`config.mk`:
```
export PLATFORM = sky130hd
export DESIGN_NAME = mat_cache_seq
export DESIGN_NICKNAME = d
export VERILOG_FILES = /design/src/rtl/mat_cache_seq.sv
export SDC_FILE = /design/constraint.sdc
export NUM_CORES = 1
export LEC_CHECK = 0
export ABC_AREA = 1
export ABC_CLOCK_PERIOD_IN_PS = 1700
export CORE_MARGIN = 4
export CORE_UTILIZATION = 44
export DETAILED_ROUTE_END_ITERATION = 8
export PLACE_DENSITY = 0.9
export SLEW_MARGIN = 5
export SYNTH_ARGS = -nofsm -noshare
export SYNTH_HDL_FRONTEND = slang
export SYNTH_SLANG_ARGS = --single-unit
```
`constraint.sdc`:
```
create_clock -name clock -period 1.7 [get_ports clock]
set_input_delay 0.51 -clock clock [delete_from_list [all_inputs] [get_ports clock]]
set_output_delay 0.51 -clock clock [all_outputs]
set_load 0.02 [all_outputs]
```
`src/rtl/mat_cache_seq.sv`:
```
// Command sequencer for the matrix cache: paces READ/WRITE diagonal streams and TRANSPOSE.
// Optional stall counter output enabled by defining MAT_CACHE_SEQ_PERF_EN.
module mat_cache_seq #(
   parameter int WIDTH           = 128,
   parameter int DIAG_SIZE       = 1 + $clog2(WIDTH),
   parameter int CACHE_SIZE      = 4,
   parameter int CACHE_ADDR_SIZE = $clog2(CACHE_SIZE)
) (
   input  logic                       clock,
   input  logic                       reset_n,
   input  logic                       cmd_valid,
   output logic                       cmd_ready,
   input  logic [1:0]                 cmd_op,
   input  logic [CACHE_ADDR_SIZE-1:0] cmd_addr1,
   input  logic [CACHE_ADDR_SIZE-1:0] cmd_addr2,
   output logic                       out_valid,
   input  logic                       out_ready,
   input  logic                       in_valid,
   output logic                       in_ready,
   output logic                       read_enable,
   output logic                       write_enable,
   output logic                       transpose_enable,
   output logic [CACHE_ADDR_SIZE-1:0] read_addr1,
   output logic [CACHE_ADDR_SIZE-1:0] read_addr2,
   output logic [CACHE_ADDR_SIZE-1:0] write_addr1,
   output logic [CACHE_ADDR_SIZE-1:0] write_addr2,
   output logic [DIAG_SIZE-1:0]       read_diag,
   output logic [DIAG_SIZE-1:0]       write_diag,
   output logic                       busy,
   output logic                       done,
   output logic                       cmd_err
`ifdef MAT_CACHE_SEQ_PERF_EN
   ,
   output logic [31:0]                stall_count
`endif
);

   typedef enum logic [2:0] {IDLE, READ, WRITE, XPOSE, NOP} state_t;

   localparam logic [DIAG_SIZE-1:0] LAST_DIAG = DIAG_SIZE'(WIDTH - 1);

   state_t                     state;
   logic [DIAG_SIZE-1:0]       diag;
   logic [CACHE_ADDR_SIZE-1:0] addr1_q;
   logic [CACHE_ADDR_SIZE-1:0] addr2_q;

   // The diag counter returns to 0 on the final beat so it never reaches WIDTH.
   always_ff @(posedge clock or negedge reset_n) begin
      if (!reset_n) begin
         state   <= IDLE;
         diag    <= '0;
         addr1_q <= '0;
         addr2_q <= '0;
         done    <= 1'b0;
         cmd_err <= 1'b0;
      end else begin
         done    <= 1'b0;
         cmd_err <= 1'b0;
         case (state)
            IDLE: begin
               if (cmd_valid) begin
                  addr1_q <= cmd_addr1;
                  addr2_q <= cmd_addr2;
                  diag    <= '0;
                  case (cmd_op)
                     2'd0:    state <= READ;
                     2'd1:    state <= WRITE;
                     2'd2:    state <= XPOSE;
                     default: state <= NOP;
                  endcase
               end
            end
            READ: begin
               if (out_ready) begin
                  if (diag == LAST_DIAG) begin
                     state <= IDLE;
                     diag  <= '0;
                     done  <= 1'b1;
                  end else begin
                     diag <= diag + DIAG_SIZE'(1);
                  end
               end
            end
            WRITE: begin
               if (in_valid) begin
                  if (diag == LAST_DIAG) begin
                     state <= IDLE;
                     diag  <= '0;
                     done  <= 1'b1;
                  end else begin
                     diag <= diag + DIAG_SIZE'(1);
                  end
               end
            end
            XPOSE: begin
               state <= IDLE;
               done  <= 1'b1;
            end
            NOP: begin
               state   <= IDLE;
               done    <= 1'b1;
               cmd_err <= 1'b1;
            end
            default: state <= IDLE;
         endcase
      end
   end

   // cmd_ready is gated by reset_n so nothing is offered while reset is held.
   assign cmd_ready = reset_n && (state == IDLE);
   assign busy      = (state != IDLE);

   // Cache controls decode from state; idle outputs are forced to zero.
   always_comb begin
      out_valid        = 1'b0;
      in_ready         = 1'b0;
      read_enable      = 1'b0;
      write_enable     = 1'b0;
      transpose_enable = 1'b0;
      read_addr1       = '0;
      read_addr2       = '0;
      write_addr1      = '0;
      write_addr2      = '0;
      read_diag        = '0;
      write_diag       = '0;
      case (state)
         READ: begin
            out_valid   = 1'b1;
            read_enable = 1'b1;
            read_addr1  = addr1_q;
            read_addr2  = addr2_q;
            read_diag   = diag;
         end
         WRITE: begin
            in_ready     = 1'b1;
            write_enable = in_valid;
            write_addr1  = addr1_q;
            write_addr2  = addr2_q;
            write_diag   = diag;
         end
         XPOSE: begin
            transpose_enable = 1'b1;
            write_addr1      = addr1_q;
         end
         default: ;
      endcase
   end

`ifdef MAT_CACHE_SEQ_PERF_EN
   // Saturating count of cycles where a stream is waiting on its partner.
   always_ff @(posedge clock or negedge reset_n) begin
      if (!reset_n) begin
         stall_count <= '0;
      end else if (((state == READ && !out_ready) || (state == WRITE && !in_valid))
                   && (stall_count != 32'hFFFF_FFFF)) begin
         stall_count <= stall_count + 32'd1;
      end
   end
`else
   // Build without the stall counter.
`endif

endmodule

```
# Yosys cells after proc, flatten, opt, wreduce, memory -nomap -nowiden
# Cells that the tools add are included.
totals:
  regBits: 17
  out_inout_bits: 33
classes:
  addsub: 1
  eq_ne: 10
  mux: 26
  n_reduce_logical: 10
op_table:
  columns: ["op", "count"]
  rows:
  - ["2-to-1 mux 8 bit", 6]
  - ["one-hot mux 8 bit (3 select lines)", 1]
  - ["one-hot mux 3 bit (3 select lines)", 2]
  - ["2-to-1 mux 3 bit", 4]
  - ["adder 8 x 1 -> 8 bit (second input constant)", 1]
  - ["== test 8 x 7 -> 1 bit (second input constant)", 1]
  - ["2-to-1 mux 1 bit", 8]
  - ["2-to-1 mux 2 bit", 4]
  - ["== test 3 x 2 -> 1 bit (second input constant)", 2]
  - ["!= test 2 bit (second input constant)", 3]
  - ["nonzero test 3 bit", 2]
  - ["AND reduction 4 bit", 1]
  - ["OR reduction 2 bit", 2]
  - ["== test 3 x 1 -> 1 bit (second input constant)", 1]
  - ["== test 3 bit (second input constant)", 1]
  - ["logical NOT 3 bit", 1]
  - ["one-hot mux 1 bit (3 select lines)", 1]
  - ["AND reduction 3 bit", 1]
  - ["== test 2 x 1 -> 1 bit (second input constant)", 1]
  - ["== test 2 bit (second input constant)", 1]
  - ["logical NOT 2 bit", 1]
  - ["AND reduction 2 bit", 1]
  - ["logical AND 1 bit", 1]

# Depth between registers and ports, before layout
# Gate-level depths: netlist of the first run.
logic_depth:
  ltp_word: 4
  mapped_depth: 8

# Worst setup path after synthesis of the first run
# Ideal clock, no wire load.
synth_timing:
  path_type: "reg-to-output"
  startpoint: "register state[1]"
  endpoint: "output port read_enable"
  arrival_time_ns: 1.231
  path_slack_ns: -0.041
  stages_incl_launch_ff: 6
  path_buffers: 2
  path_cell_list: "dfrtp_1 -> nor2_4 -> nand2_2 -> buf_2 -> inv_1 -> buf_4"
synth_between:
  elab_chain_cells: 2
synth_rtl:
  columns: ["item", "line_no", "text"]
  rows:
  - ["start, declared", "42", "state_t state;"]
  - ["start signal, assigned", "50", "state <= IDLE;"]
  - ["start signal, assigned", "66", "2'd0: state <= READ;"]
  - ["start signal, assigned", "67", "2'd1: state <= WRITE;"]
  - ["== test 3 x 1 -> 1 bit", null, null]
  - ["2-to-1 mux 1 bit", null, null]
  - ["end, declared", "20", "output logic read_enable,"]
# Every way passes these cells.

# Final worst setup path of the first run
layout_timing:
  startpoint: "register state[2]"
  endpoint: "output port read_addr1[1]"
layout_between:
  elab_chain_cells: 2
layout_rtl:
  columns: ["item", "line_no", "text"]
  rows:
  - ["== test 3 x 1 -> 1 bit", "126", "case (state)"]
  - ["2-to-1 mux 2 bit", "126", null]
  - ["end, declared", "23", "output logic [CACHE_ADDR_SIZE-1:0] read_addr1,"]
# Every way passes these cells.

==> results of run 1 <==
==> synthesized netlist by cell type, types with 2 or more instances <==
| cell type | n |
|---|---|
| dfrtp_1 | 17 |
| nor2_2 | 2 |
| nand2_1 | 31 |
| o21ai_0 | 8 |
| nor2_1 | 42 |
| ha_1 | 4 |
| nand2_2 | 4 |
| nor3_1 | 2 |
| nand2_4 | 3 |
| inv_1 | 30 |
| o21ai_1 | 2 |
| inv_2 | 4 |
| buf_2 | 2 |
| nand3_2 | 5 |
| a21oi_1 | 5 |
| nand3_1 | 12 |
==> routing by layer <==
metal / wire, µm / vias to the layer above
met5: 0 / -
met2: 1974 / 63
li1: - / 694
met3: 351 / 10
met1: 1415 / 662
met4: 53 / 0
==> final cells by class <==
class | instances | area (µm²)
multi-input cells | 125 | 716.9
repair buffers | 73 | 663.1
fillers | 179 | 543.0
flip-flops and latches | 17 | 427.9
inverters | 34 | 130.1
well taps | 30 | 37.54
clock buffers | 4 | 26.28
==> state kept, by name (all words and copies together) (netlist names) <==
| name | cells |
|---|---|
| state | 3 |
| done | 1 |
| cmd_err | 1 |
| addr2_q | 2 |
| addr1_q | 2 |
| diag | 8 |
==> layout by cell type, fill, tap and decap left out, types with 2 or more instances in the layout <==
cell type        instances
a21oi_1                  5
buf_4                   40
buf_6                   20
clkbuf_4                 3
clkdlybuf4s50_1         10
dfrtp_1                 15
dfrtp_2                  2
dlygate4sd2_1            2
ha_1                     4
inv_1                   27
inv_2                    6
nand2_1                 31
nand2_2                  3
nand2_4                  4
nand3_1                 12
nand3_2                  5
nor2_1                  25
nor2_2                  14
nor2_4                   6
nor3_1                   2
o21ai_0                  8
o21ai_1                  2
==> path summary, 6_finish.rpt <==
check | depth (start not counted) | to | start | slack [ns]
min in group clock | 2 | addr2_q[1] | addr2_q[1] | 0.56
max in group asynchronous | 2 | state[1] | reset_n | 0.94
worst min register to register | 2 | addr2_q[1] | addr2_q[1] | 0.56
worst max-delay path | 5 | read_addr1[1] | state[2] | -0.20
worst min-delay path | 2 | addr1_q[1] | reset_n | 0.56
worst max register to register | 9 | state[1] | state[0] | 0.13
==> cell families (layout without fill, tap and decap cells) <==
group,Yosys count,after routing
xor+xnor,1,1
buf+inv,37,111
simple gates,105,105
fa+ha+maj,4,4
compound gates,15,15
flops,17,17
==> per-stage QoR <==
| step | instances | util, % | setup WS, ns | hold slack [ns] | total power [W] |
|---|---|---|---|---|---|
| global placement | 274 | 73.30 | -0.5508 | 0.5058 | 0.002074 |
| floorplan | 179 | - | -0.0005368 | 0.2144 | 0.001425 |
| finish | 283 | 78.66 | -0.2010 | 0.5578 | 0.002598 |
| CTS | 281 | 76.65 | -0.1896 | 0.5492 | 0.002497 |
| global route | 283 | 78.66 | -0.2752 | 0.5812 | 0.002770 |
| detailed placement | 274 | 73.30 | -0.5809 | 0.5188 | 0.002123 |
==> power by group <==
part           internal, W  switching, W
Clock            0.0000918      0.000134
Combinational     0.000778       0.00104
Sequential        0.000501     0.0000570
Total              0.00137       0.00123
==> repair_timing <==
item / CTS / global route
resized for setup: 193 / 12
cloned: 0 / 0
buffers inserted: 3 / 2
endpoints found under the setup margin: 33 / 31
==> metrics, run 1 <==
status finished with violations; failing checks setup timing; slack of the critical path -0.2010 ns; number of diodes 0; Final min period 1.901 ns; GR peak layer met2; routed via count 1429; DR WL/cell 13.41 µm; Die X 60.55 µm; Worst Skew 0.007620 ns; Mapped Cells 179; vias in the first global route 1322; Net Count, Synth 194; GR Util met2 38.43%; Synth Area in Adders 4.119%; grt ovf 0; first-pass GRT wire length 5.920 mm; Max Slew Vio Count 0; ys flop type dfrtp_1; Post-Syn Area 1215 µm²; Crit path required time 1.19 ns; distinct cell type count after synthesis 22; Syn. warnings 0; Syn Area/Cell 6.787 µm²; Crit path max-delay family flip-flops; Clock Root Buffer clkbuf_4; largest family of logic cells by synthesized area simple AND/OR/NAND/NOR gates; setup TNS -4.975 ns; via/cell ratio 5.049; met3 GRT Util 5.106%; Worst Setup End Kind primary output; Cell Chain, Critical Path nor2_4, nand2_2, buf_12, nor2_2, buf_6; Post-DP HPWL 2.625 mm; met1 usage in global routing 26.72%; P&R area growth vs syn 64.78%; Max Clock Freq 526.0 MHz; Yosys reg bits 17; final setup fails 31; TritonCTS clock tree done; H-tree depth 1; clock latency on the worst-skew pair 0.31 ns; GP Congestion 0.8778; Worst Max-Slew Pin Slew 0.2510 ns; CP Class flop to primary output; antenna viol nets, final 0; DRC 0; layout cells sized above 1 41.90%; pwr dens 1298 nW/µm²; startpoint types flop; Worst slew margin 83.27%; antenna violations before repair 0; total track usage 21.88%; share of flip-flops with an asynchronous set or reset 100.0%; Max Cap Viol 0; complex-gate fraction of the synthesized area 6.179%; DRT Wirelength 3.795 mm; worst IR drop on VDD 1.195 mV; clock sinks 17; Largest stage delay, worst path 0.45 ns; CTS Buffer Depth 2; register area share after synthesis 35.02%; cts bufs inserted 3; hold buffer count at CTS 0; Core Region 2545 µm²; area leader, netlist dfrtp_1; TritonRoute pass-1 iters 4; Hold Path Class input pin to asynchronous set/reset pin; Lkg Pwr 1.057 nW; crit share post-route 111.8%; Reg clk slew, reported paths 0.10 ns; post-route cell area 2002 µm²; DP Area 1866 µm²; pin count of the biggest net entering global routing 18; Nets 269; number of synthesized flops with an enable pin 0; slowest CP cell dfrtp_2; area share of the largest cell type after synthesis 35.02%; Initial Util 47.74%; Die Area 3666 µm²; Synth Area in XOR/XNOR 0.7209%; Synth Area in Simple Gates 42.02%; IO buf count 43; mux contribution to synthesized area 0%; Starting DRT DRC Count 72; Chip Height 60.55 µm; Synth area leaders dfrtp_1, nor2_1, nand2_1, inv_1, nand3_1; I/O pin cnt 44; Final Hold Viols 0; crit path buf inv count 2; RSZ-0062 raised after global routing yes; critical path peak fanout 14; critical path arrival 1.39 ns; cell row count 18
No activity file was read; power rests on OpenSTA's default activity.
==> inputs of run 2 (changes only) <==
--- a/config.mk
+++ b/config.mk
@@ -10,7 +10,7 @@
 export CORE_MARGIN = 4
 export CORE_UTILIZATION = 44
 export DETAILED_ROUTE_END_ITERATION = 8
-export PLACE_DENSITY = 0.9
+export PLACE_DENSITY = 0.79
 export SLEW_MARGIN = 5
 export SYNTH_ARGS = -nofsm -noshare
 export SYNTH_HDL_FRONTEND = slang
==> run 2 against run 1 <==
The flow still finishes with violations (setup timing). Maximum frequency about the same. Clock power increased by 8%. Register-to-register slack got worse by 0.09 ns. Sequential share of layout area decreased by 0.97 points. Worst hold slack got worse by 0.19 ns. Global-route usage increased by 0.28 points. Critical endpoint is now busy. Cell count increased by 1.1%. First-iteration DRC count decreased by 1.4%. Setup slack improved by 0.0018 ns. Sequential power increased by 0.7%.
==> metrics, run 2 (synthesized netlist as in run 1, its figures left out) <==
total area of sequential cells 429.2 µm²; clock latency on the worst-skew pair 0.31 ns; Max Cap Viol 0; sequential power share 20.1%; Nets 272; CP Class flop to primary output; FF-to-FF setup slack 0.04 ns; DR WL/cell 14.79 µm; Worst Hold Slack 0.3698 ns; Final min period 1.899 ns; CP startpoint state[2]; Die X 60.55 µm; post-place setup slack -0.6212 ns; cts bufs inserted 3; Worst Skew 0.009058 ns; Setup crit end busy; DRC 0; Core Region 2545 µm²; RR Endpoint state[1]; CTS Buffer Depth 2; sw power 0.001362 W; slack of the critical path -0.1992 ns; Fill cells 151; most frequent cells in the layout buf_4, nand2_1, inv_1, nor2_1, buf_6; hold buffer count at CTS 0; crit share post-route 111.7%; Max Slew Vio Count 0; vias in the first global route 1356; Switching Fraction 48.82%; antenna viol nets, final 0; pin count of the biggest net entering global routing 18; Lkg Pwr 1.080 nW; combinational power share 71.1%; RR Startpoint diag[0]; first-pass GRT wire length 6.127 mm; flip-flop count of the largest register after layout 8; Clock Power Share 8.7%; worst IR drop on VDD 1.380 mV; Hold Path Class input pin to asynchronous set/reset pin; Crit path max-delay family flip-flops; routed via count 1455; critical path arrival 1.39 ns; number of diodes 0; startpoint types flop; Multi-input gate area 780.7 µm²; most used cell, CP buf_6; Cell Chain, Critical Path nor2_4, buf_6, nand2_4, buf_6, buf_6; critical path peak fanout 4; Worst Setup End Kind primary output; Largest stage delay, worst path 0.46 ns; Worst slew margin 83.87%; GP Congestion 0.9320; I/O pin cnt 44; Initial Util 47.74%; commonest non-fill, non-tap cell in the layout buf_4; Chip Height 60.55 µm; Largest Register diag; post-route cell area 2103 µm²; P&R area growth vs syn 73.12%; status finished with violations; TritonCTS clock tree done; Crit path required time 1.19 ns; largest registers diag (8), state (3); antenna violations before repair 0; total track usage 22.16%; IO buf count 43; layout cells sized above 1 42.97%; DP Area 1831 µm²; H-tree depth 1; Max Clock Freq 526.5 MHz; TritonRoute pass-1 iters 4; DRT Wirelength 4.230 mm; failing checks setup timing; slowest CP cell dfrtp_2; Reg clk slew, reported paths 0.12 ns; Reg2Reg Depth 9; grt ovf 0; pwr dens 1327 nW/µm²; Crit. path cell count 5; clock sinks 17; crit path buf inv count 3; Clock Root Buffer clkbuf_4; cell row count 18; RSZ-0062 raised after global routing yes; Final Hold Viols 0; fin util 82.65%; Post-DP HPWL 2.635 mm; final setup fails 31; Die Area 3666 µm²; Worst Max-Slew Pin Slew 0.2420 ns; Starting DRT DRC Count 71; Int Pwr 0.001428 W; via/cell ratio 5.087
run 2: cell count changes in the layout (fill, tap and decap cells not counted), sizes merged:
cell,previous run,this run
buf,61,64
clkdlybuf4s50,10,9
dlygate4sd2,2,3
run 2: stage by stage:
step                      setup TNS (ns)  total power [W]  cells
after global placement            -10.03         0.001996    271
after global routing              -6.192         0.002936    286
after CTS                         -4.812         0.002501    279
final                             -4.790         0.002790    286
after detailed placement          -10.91         0.002044    271
after floorplan                -0.004831         0.001425    179
run 2: what timing repair did:
action                     in CTS  in global routing
setup endpoints to repair      33                 31
setup buffers                   4                  7
pin swaps                       3                  2
resized for setup             195                 31
run 2: power by group through the flow:
| stage | Clock [W] | Sequential (W) | Combinational (W) |
|---|---|---|---|
| 3_3_place_gp | 0 | 0.000554 | 0.00144 |
| 4_1_cts | 0.000242 | 0.000567 | 0.00169 |
| 3_5_place_dp | 0 | 0.000562 | 0.00148 |
| 5_1_grt | 0.000254 | 0.000568 | 0.00211 |
| 6_report | 0.000244 | 0.000562 | 0.00198 |
| 2_1_floorplan | 0 | 0.000588 | 0.000836 |
run 2: worst min-delay path by stage:
stage | end | slack (ns) | cells after the start
6_report | cmd_err | 0.37 | 2
5_1_grt | addr1_q[0] | 0.42 | 2
4_1_cts | diag[3] | 0.39 | 2
3_5_place_dp | addr2_q[1] | 0.53 | 2
3_3_place_gp | addr1_q[0] | 0.51 | 2
2_1_floorplan | addr1_q[0] | 0.21 | 0
run 2: layer usage:
layer	share of wire, %	up-vias	GRT usage, %
li1	-	700	-
met4	1.6	0	2.786
met5	0	-	0
met2	50	66	41.20
met3	8.1	8	3.191
met1	40	681	27.93
run 2: cell type report:
cell class / count / share of cell area (%)
multi-input combinational: 125 / 37.12
timing repair buffer: 76 / 33.25
sequential: 17 / 20.40
inverter: 34 / 6.187
tap: 30 / 1.785
clock buffer: 4 / 1.249
